[config.mk]
export PLATFORM = sky130hd
export DESIGN_NAME = rx_seq_extract
export DESIGN_NICKNAME = d
export VERILOG_FILES = /design/src/rtl/rx_seq_extract_pkg.sv /design/src/rtl/rx_seq_extract_pulse_stretch.sv /design/src/rtl/rx_seq_extract.sv
export SDC_FILE = /design/constraint.sdc
export NUM_CORES = 1
export LEC_CHECK = 0
export CORE_MARGIN = 2
export CORE_UTILIZATION = 55
export DETAILED_ROUTE_END_ITERATION = 8
export GPL_TIMING_DRIVEN = 0
export PLACE_DENSITY = 0.9
export SYNTH_ARGS = -nofsm -noshare
export SYNTH_HDL_FRONTEND = slang
export SYNTH_SLANG_ARGS = --single-unit
[constraint.sdc]
create_clock -name sysclk -period 5 [get_ports sysclk]
set_input_delay 0.5 -clock sysclk [delete_from_list [all_inputs] [get_ports sysclk]]
set_output_delay 0.5 -clock sysclk [all_outputs]
set_load 0.01 [all_outputs]
[src/rtl/rx_seq_extract_pkg.sv]
// rx_seq_extract_pkg: parser states, framing bytes and header offsets shared by the extractor
package rx_seq_extract_pkg;
  typedef enum logic [1:0] {IDLE, PRE, HDR, DROP} state_t;
  localparam logic [7:0] PRE_BYTE = 8'h55;
  localparam logic [7:0] SFD_BYTE = 8'hD5;
  localparam logic [10:0] ETH_OFF = 11'd12;
  localparam logic [10:0] SEQ_OFF = 11'd14;
  function automatic logic [15:0] sat_inc16(input logic [15:0] v);
    return v + {15'd0, v != 16'hFFFF};
  endfunction
endpackage

[src/rtl/rx_seq_extract_pulse_stretch.sv]
// pulse_stretch: holds pulse high for exactly W cycles after each load, reloading on repeat loads
module pulse_stretch #(
  parameter int W = 4
) (
  input  logic sysclk,
  input  logic nrst,
  input  logic load,
  output logic pulse
);
  localparam int CW = $clog2(W + 1);
  logic [CW-1:0] cnt;
  always_ff @(posedge sysclk) begin
    if (!nrst) begin
      cnt <= '0;
      pulse <= 1'b0;
    end else if (load) begin
      cnt <= CW'(W);
      pulse <= 1'b1;
    end else begin
      cnt <= cnt - CW'(cnt != '0);
      pulse <= cnt > CW'(1);
    end
  end
endmodule

[src/rtl/rx_seq_extract.sv]
// rx_seq_extract: parses test frames, captures their sequence number and keeps accept/reject statistics
module rx_seq_extract
  import rx_seq_extract_pkg::*;
#(
  parameter logic [15:0] ETH_TYPE = 16'h88B5,
  parameter int MIN_LEN = 60,
  parameter int CPCL_W = 4
) (
  input  logic        sysclk,
  input  logic        nrst,
  input  logic        rx_dv,
  input  logic        rx_er,
  input  logic [7:0]  rx_data,
  input  logic        clr_cnt,
  output logic        cpcl,
  output logic [15:0] pkt_cnt,
  output logic [15:0] good_cnt,
  output logic [15:0] bad_cnt
);
  state_t state;
  logic [10:0] idx;
  logic [15:0] seq;
  logic err, eth_bad, dec, acc;
  always_comb begin
    dec = state == HDR && !rx_dv;
    acc = dec && !err && idx >= 11'(MIN_LEN) && idx >= SEQ_OFF + 11'd2;
  end
  always_ff @(posedge sysclk) begin
    if (!nrst) begin
      state <= IDLE;
      idx <= '0;
      err <= 1'b0;
      eth_bad <= 1'b0;
      seq <= '0;
      pkt_cnt <= '0;
      good_cnt <= '0;
      bad_cnt <= '0;
    end else begin
      if (acc) pkt_cnt <= seq;
      good_cnt <= clr_cnt ? '0 : good_cnt + {15'd0, acc};
      bad_cnt <= clr_cnt ? '0 : (dec && !acc) ? sat_inc16(bad_cnt) : bad_cnt;
      if ((state == PRE || state == HDR) && rx_dv && rx_er) err <= 1'b1;
      case (state)
        IDLE: begin
          err <= 1'b0;
          if (rx_dv) state <= rx_data == PRE_BYTE ? PRE : DROP;
        end
        PRE: begin
          idx <= '0;
          if (!rx_dv) state <= IDLE;
          else if (rx_data == SFD_BYTE) state <= HDR;
          else if (rx_data != PRE_BYTE) state <= DROP;
        end
        HDR: begin
          if (!rx_dv) state <= IDLE;
          else begin
            idx <= idx + {10'd0, idx != 11'h7FF};
            // high EtherType byte is remembered so the verdict lands on byte 13
            if (idx == ETH_OFF) eth_bad <= rx_data != ETH_TYPE[15:8];
            if (idx == ETH_OFF + 11'd1 && (eth_bad || rx_data != ETH_TYPE[7:0])) state <= DROP;
            if (idx == SEQ_OFF) seq[15:8] <= rx_data;
            if (idx == SEQ_OFF + 11'd1) seq[7:0] <= rx_data;
          end
        end
        default: if (!rx_dv) state <= IDLE;
      endcase
    end
  end
  pulse_stretch #(.W(CPCL_W)) u_stretch (
    .sysclk(sysclk),
    .nrst(nrst),
    .load(acc),
    .pulse(cpcl)
  );
endmodule

==> results of run 1 <==
## critical path: stages
cell and delay [ns]:
clkdlybuf4s50_1 0.64, nand2b_1 0.17, buf_1 0.31, nand2b_1 0.17, buf_2 0.22, clkinv_1 0.28
buf_2 0.28, ha_1 0.21, ha_1 0.22, nand2_1 0.13, nor2_1 0.08, and4_1 0.21
xnor2_1 0.13, nor2_1 0.05
## report_power, final
group / switching (mW) / total, mW / leakage (nW) / internal (mW)
Combinational: 0.139 / 0.235 / 0.771 / 0.0961
Sequential: 0.0186 / 0.702 / 0.670 / 0.683
Clock: 0.254 / 0.505 / 0.105 / 0.251
## final timing paths
| path | endpoint | startpoint |
|---|---|---|
| worst max-delay path | good_cnt[10] | rx_dv |
| worst min-delay path | eth_bad | eth_bad |
| worst min register to register | eth_bad | eth_bad |
| worst max register to register | good_cnt[10] | state[0] |
## synthesized netlist by cell type, types with 6 or more instances
library cell  instances
inv_1                10
a21oi_1               8
mux2i_1              10
ha_1                 12
nor2_1               42
or3_1                 6
and3_1                8
nor4_1                8
o21ai_0              13
clkbuf_1             13
xor2_1                9
dfxtp_1              83
nor2b_1              11
a21boi_0             25
xnor2_1              20
nand4_1               6
nand2_1              66
nand3_1              26
nor3_1                8
## flip-flops by register name, indices dropped and copies added, names as in the netlist
register / count
u_stretch.cnt: 3
good_cnt: 16
idx: 11
eth_bad: 1
seq: 16
err: 1
pkt_cnt: 16
bad_cnt: 16
state: 2
u_stretch.pulse: 1
## area by class of cell
cell class / count / area, µm² / area share
buffer: 19 / 75.1 / 0.0160
clock buffer: 10 / 138 / 0.0292
clock inverter: 6 / 71.3 / 0.0152
inverter: 11 / 41.3 / 0.00877
multi-input combinational: 323 / 2010 / 0.427
sequential: 83 / 1660 / 0.353
tap: 80 / 100 / 0.0213
timing repair buffer: 61 / 611 / 0.130
## logic make-up (layout without fill, tap and decap cells)
family	count (synthesis)	after routing
DFF	83	83
xor gates and xnor gates	29	29
adders and majority gates	12	12
AOI/OAI and AO/OA	65	65
buffers and inverters	30	107
muxes	10	10
and+or+nand+nor	207	207
## metrics by stage
stage                      util  hold WS (ns)  cells  total power [mW]  cell area (µm²)
final                     0.700         0.453    593              1.44             4710
after global routing      0.700         0.473    593              1.50             4710
after CTS                 0.700         0.452    593              1.45             4710
after detailed placement  0.669         0.439    577             0.949             4500
after global placement    0.669         0.433    577             0.935             4500
after floorplan               -         0.426    436             0.881             3790
## routing by layer
metal | vias up | global-route usage | wire (µm)
met5 | - | 0 | 0
met4 | 0 | 0.111 | 138
met1 | 1583 | 0.293 | 3790
met3 | 18 | 0.0370 | 473
li1 | 1652 | - | -
met2 | 125 | 0.398 | 4260
==> results.yml, run 1 <==
grt:
  grt_start_max_net_pins: 16
  grt_overflow: 0
  grt_pass1_vias: 3192
  grt_pass1_wl_um: 14200
  gr-usage-all-layers: 0.236
  grt_antenna_before_repair: 0
run_status:
  status: "finished clean"
timing:
  rsz0062_at_grt: "no"
  slew_violations: 0
  min_period_over_period: 0.672
  fin_crit_ns: 3.36
  worst_slew_pin_slew_ns: 0.681
  fin_skew_ns: 0.0131
  setup_tns_ns: 0
  clock.fmax_ghz: 0.298
  hold_viol_final: 0
  setup_viol: 0
  fin_ws_ns: 1.64
  relSlewSlack: 0.543
logic_synthesis:
  synth_top_area_frac: 0.439
  synthFlopType: "dfxtp_1"
  syn_area_mm2: 0.00379
  synth_compound_area_frac: 0.118
  synth-edff-count: 0
  synth_top_area_cell: "dfxtp_1"
  synth_xor_area_frac: 0.0671
  syn_area_per_cell_um2: 8.68
  synth.distinct_cells: 45
  synth_top_family_by_area: "simple AND/OR/NAND/NOR gates"
  ys_ff_latch: 83
  ys_top_cells_by_area: "dfxtp_1 (44%), nand2_1 (6.5%), a21boi_0 (5.0%)"
  ys_seq_area_frac: 0.439
  postSynthCellCount: 436
  syn_nets: 461
  yosys.area_share.adder: 0.0397
  async_flop_share: 0
  yosys.area_share.simple: 0.279
  yosysWarnings: 0
  synthMuxAreaShare: 0.0264
placed_design:
  place.gp.congestion: 0.861
  detailedPlace.worstSlack_ns: 1.31
  io_buffers: 61
  post-dp-hpwl_um: 6310
critical_path:
  cp-end-kind: "flop"
  path_max_fanout: 10
  critPathArrivalTime_ns: 3.59
  start_kind: "input pin"
  path_class: "input pin to flop"
  cp.required_ns: 5.24
  rr_worst_depth: 15
  r2r_slack_ns: 1.68
power:
  peakVddDrop_mv: 0.184
  p_per_area_mw_per_mm2: 306
  leakagePower_nw: 1.55
floorplan:
  rows: 30
  io_pins: 62
  core_area_mm2: 0.00672
  dieArea_mm2: 0.00756
  start_util: 0.564
  dieWidth_um: 87.0
  die_y_um: 87.0
worst_hold_path:
  min_path_type: "flop to flop"
  hold-path-cell-count: 2
final_layout:
  nFillCells: 505
  final_cell_mix: "dfxtp_1 (83), nand2_1 (66), clkdlybuf4s50_1 (61), nor2_1 (42), nand3_1 (26)"
  syn_to_final_growth_pct: 24.3
  drive_above_1_share: 0.0468
  final_nets: 533
  antenna_cells: 0
  final_common_cell: "dfxtp_1"
clock_network:
  clkLatencyLatePin_ns: 0.36
  htreeDepth: 3
  cts_tree: "done"
  postCtsSetupBuffers: 0
  numCtsBuffers: 9
  clockBufferDepth: 2
  root_buffer: "clkbuf_8"
  cts_sinks: 83
  clk_pin_slew_ns: 0.09
  ctsHoldBuffers: 0
  cts.repair.resized: 0
routing:
  vias_per_cell: 5.70
  initialDrtViolationCount: 186
  route.detailed.drc: 0
  route.vias.total: 3378
  drt_wl_total_um: 8660
  ant_nets: 0
  drtPass1Iterations: 5
  routedWlPerCell_um: 14.6
job:
  cap_violations: 0
(Power assumes the default switching activity.)
==> run 2, diff against run 1 <==
--- a/config.mk
+++ b/config.mk
@@ -6,10 +6,10 @@
 export NUM_CORES = 1
 export LEC_CHECK = 0
 export CORE_MARGIN = 2
-export CORE_UTILIZATION = 55
+export CORE_UTILIZATION = 48
 export DETAILED_ROUTE_END_ITERATION = 8
 export GPL_TIMING_DRIVEN = 0
-export PLACE_DENSITY = 0.9
+export PLACE_DENSITY = 0.84
 export SYNTH_ARGS = -nofsm -noshare
 export SYNTH_HDL_FRONTEND = slang
 export SYNTH_SLANG_ARGS = --single-unit
==> constraint.sdc (replaced) <==
create_clock -name sysclk -period 3.07 [get_ports sysclk]
set_input_delay 0.307 -clock sysclk [delete_from_list [all_inputs] [get_ports sysclk]]
set_output_delay 0.307 -clock sysclk [all_outputs]
set_load 0.01 [all_outputs]
==> run 2 against run 1 <==
  * Die area is 14% higher
  * Final area grew 1.4%
  * Clock skew down 0.0044 ns
  * Worst setup slack got worse by 1.4 ns
  * Hold slack lost 0.0026 ns
  * Critical path depth down 1
  * Global-route usage decreased by 3.7 points
  * Combinational power grew 63%
==> results.yml, run 2 (synthesized netlist as in run 1, its figures left out) <==
critical_path:
  critPathMaxStageDelay_ns: 0.39
  reg2reg_from: "state[0]"
  crit_chain: "inv_1, ha_2, nand2b_2, nand2b_1, buf_2, clkinv_2, ha_1, ha_1, nand2_1, nor2_1, and4_1, xnor2_1, nor2_1"
  path_class: "flop to flop"
  start_kind: "flop"
  cp.required_ns: 3.32
  crit_family: "simple AND/OR/NAND/NOR gates"
  r2r_slack_ns: 0.29
  path_max_fanout: 18
  critPathArrivalTime_ns: 3.03
  rr_worst_depth: 13
  cp_num_cells: 13
  crit_buf_inv: 3
  slowest_stage: "dfxtp_1"
  critPathLaunch: "state[0]"
  endpoint: "good_cnt[10]"
  cp-end-kind: "flop"
  r2r_end: "good_cnt[10]"
routing:
  initialDrtViolationCount: 149
  route.vias.total: 3387
  drtPass1Iterations: 4
  routedWlPerCell_um: 13.9
  drt_wl_total_um: 8580
  vias_per_cell: 5.50
  ant_nets: 0
  route.detailed.drc: 0
final_layout:
  syn_to_final_growth_pct: 26.0
  final_nets: 534
  nFillCells: 682
  final_cells: 616
  antenna_cells: 0
  final_cell_mix: "dfxtp_1 (83), nand2_1 (66), clkdlybuf4s50_1 (61), nor2_1 (42), nand3_1 (26)"
  drive_above_1_share: 0.0642
  fin_area_mm2: 0.00477
  fin_util: 0.620
  final_common_cell: "dfxtp_1"
clock_network:
  root_buffer: "clkbuf_8"
  clkLatencyLatePin_ns: 0.37
  cts_sinks: 83
  htreeDepth: 3
  clockBufferDepth: 2
  clk_pin_slew_ns: 0.09
  cts_tree: "done"
  numCtsBuffers: 9
timing:
  fin_crit_ns: 2.78
  fin_skew_ns: 0.00868
  fin_ws_ns: 0.287
  slew_violations: 0
  worst_slew_pin_slew_ns: 0.684
  relSlewSlack: 0.541
  min_period_over_period: 0.906
  setup_viol: 0
  whs_ns: 0.450
  hold_viol_final: 0
  setup_tns_ns: 0
  rsz0062_at_grt: "no"
  clock.fmax_ghz: 0.359
grt:
  grt_overflow: 0
  grt_pass1_vias: 3197
  grt_start_max_net_pins: 16
  gr-usage-all-layers: 0.199
  grt_antenna_before_repair: 0
  grt_pass1_wl_um: 13900
floorplan:
  start_util: 0.493
  die_y_um: 92.8
  rows: 32
  core_area_mm2: 0.00769
  io_pins: 62
  dieArea_mm2: 0.00861
  dieWidth_um: 92.8
power:
  p_clk_frac: 0.329
  intPower_mw: 1.60
  switching_share: 0.297
  leakagePower_nw: 1.56
  p_per_area_mw_per_mm2: 476
  p_switching_mw: 0.674
  p_seq_frac: 0.503
  power_frac_comb: 0.168
  p_total_mw: 2.27
  peakVddDrop_mv: 0.320
placed_design:
  post-dp-hpwl_um: 6430
  detailedPlace.worstSlack_ns: -0.455
  place.gp.congestion: 0.919
  place_area_mm2: 0.00452
  dp_cells: 599
  io_buffers: 61
worst_hold_path:
  min_path_type: "flop to flop"
run_status:
  status: "finished clean"
job:
  cap_violations: 0
run 2: changes by cell type in the layout (fill, tap and decap cells not counted), moves of 2 or more:
cell	change
buf_4	+4
nor3_2	+2
inv_6	-2
nor3_1	-2
clkinv_4	+3
run 2: final cells by class:
type / instances / area (µm²) / area share
plain buffers: 16 / 62.6 / 0.0131
clock buffers: 10 / 138 / 0.0289
clock inverters: 6 / 50.0 / 0.0105
inverters: 11 / 42.5 / 0.00892
multi-input cells: 323 / 2050 / 0.429
flip-flops and latches: 83 / 1660 / 0.348
well taps: 102 / 128 / 0.0268
repair buffers: 65 / 641 / 0.134
run 2: worst min path at each step:
stage | start | to | cells past startpoint
floorplan | eth_bad | eth_bad | 2
detailed placement | eth_bad | eth_bad | 2
global placement | eth_bad | eth_bad | 2
global route | seq[4] | pkt_cnt[4] | 2
CTS | eth_bad | eth_bad | 2
finish | eth_bad | eth_bad | 2
run 2: layer usage:
metal  GRT usage  share of wire  wire length [µm]  vias to the layer above
met2       0.350           0.49              4160                       91
li1            -              -                 -                     1659
met3      0.0480          0.047               404                       11
met4      0.0686          0.012               101                        0
met1       0.235           0.46              3910                     1626
met5           0              0                 0                        -
run 2: power by group through the flow:
| stage | Clock (mW) | Combinational (mW) | Sequential, mW |
|---|---|---|---|
| 2_1_floorplan | 0 | 0.272 | 1.16 |
| 3_3_place_gp | 0 | 0.358 | 1.16 |
| 3_5_place_dp | 0 | 0.379 | 1.17 |
| 4_1_cts | 0.753 | 0.379 | 1.14 |
| 5_1_grt | 0.802 | 0.430 | 1.15 |
| 6_report | 0.746 | 0.382 | 1.14 |
run 2: timing repair:
| item | in CTS | in global routing |
|---|---|---|
| gates resized for setup | 2 | 6 |
| pin swaps | 0 | 1 |
| endpoints found under the hold margin | 0 | 0 |
| setup endpoints to repair | 7 | 9 |
| setup buffers | 0 | 4 |
| hold buffers | 0 | 0 |
run 2: worst reg2reg max path, cell delays in order (launching register included):
cell      delay, ns
dfxtp_1        0.39
inv_1          0.08
ha_2           0.24
nand2b_2       0.18
nand2b_1       0.13
buf_2          0.21
clkinv_2       0.26
ha_1           0.29
ha_1           0.22
nand2_1        0.16
nor2_1         0.08
and4_1         0.22
xnor2_1        0.13
nor2_1         0.05
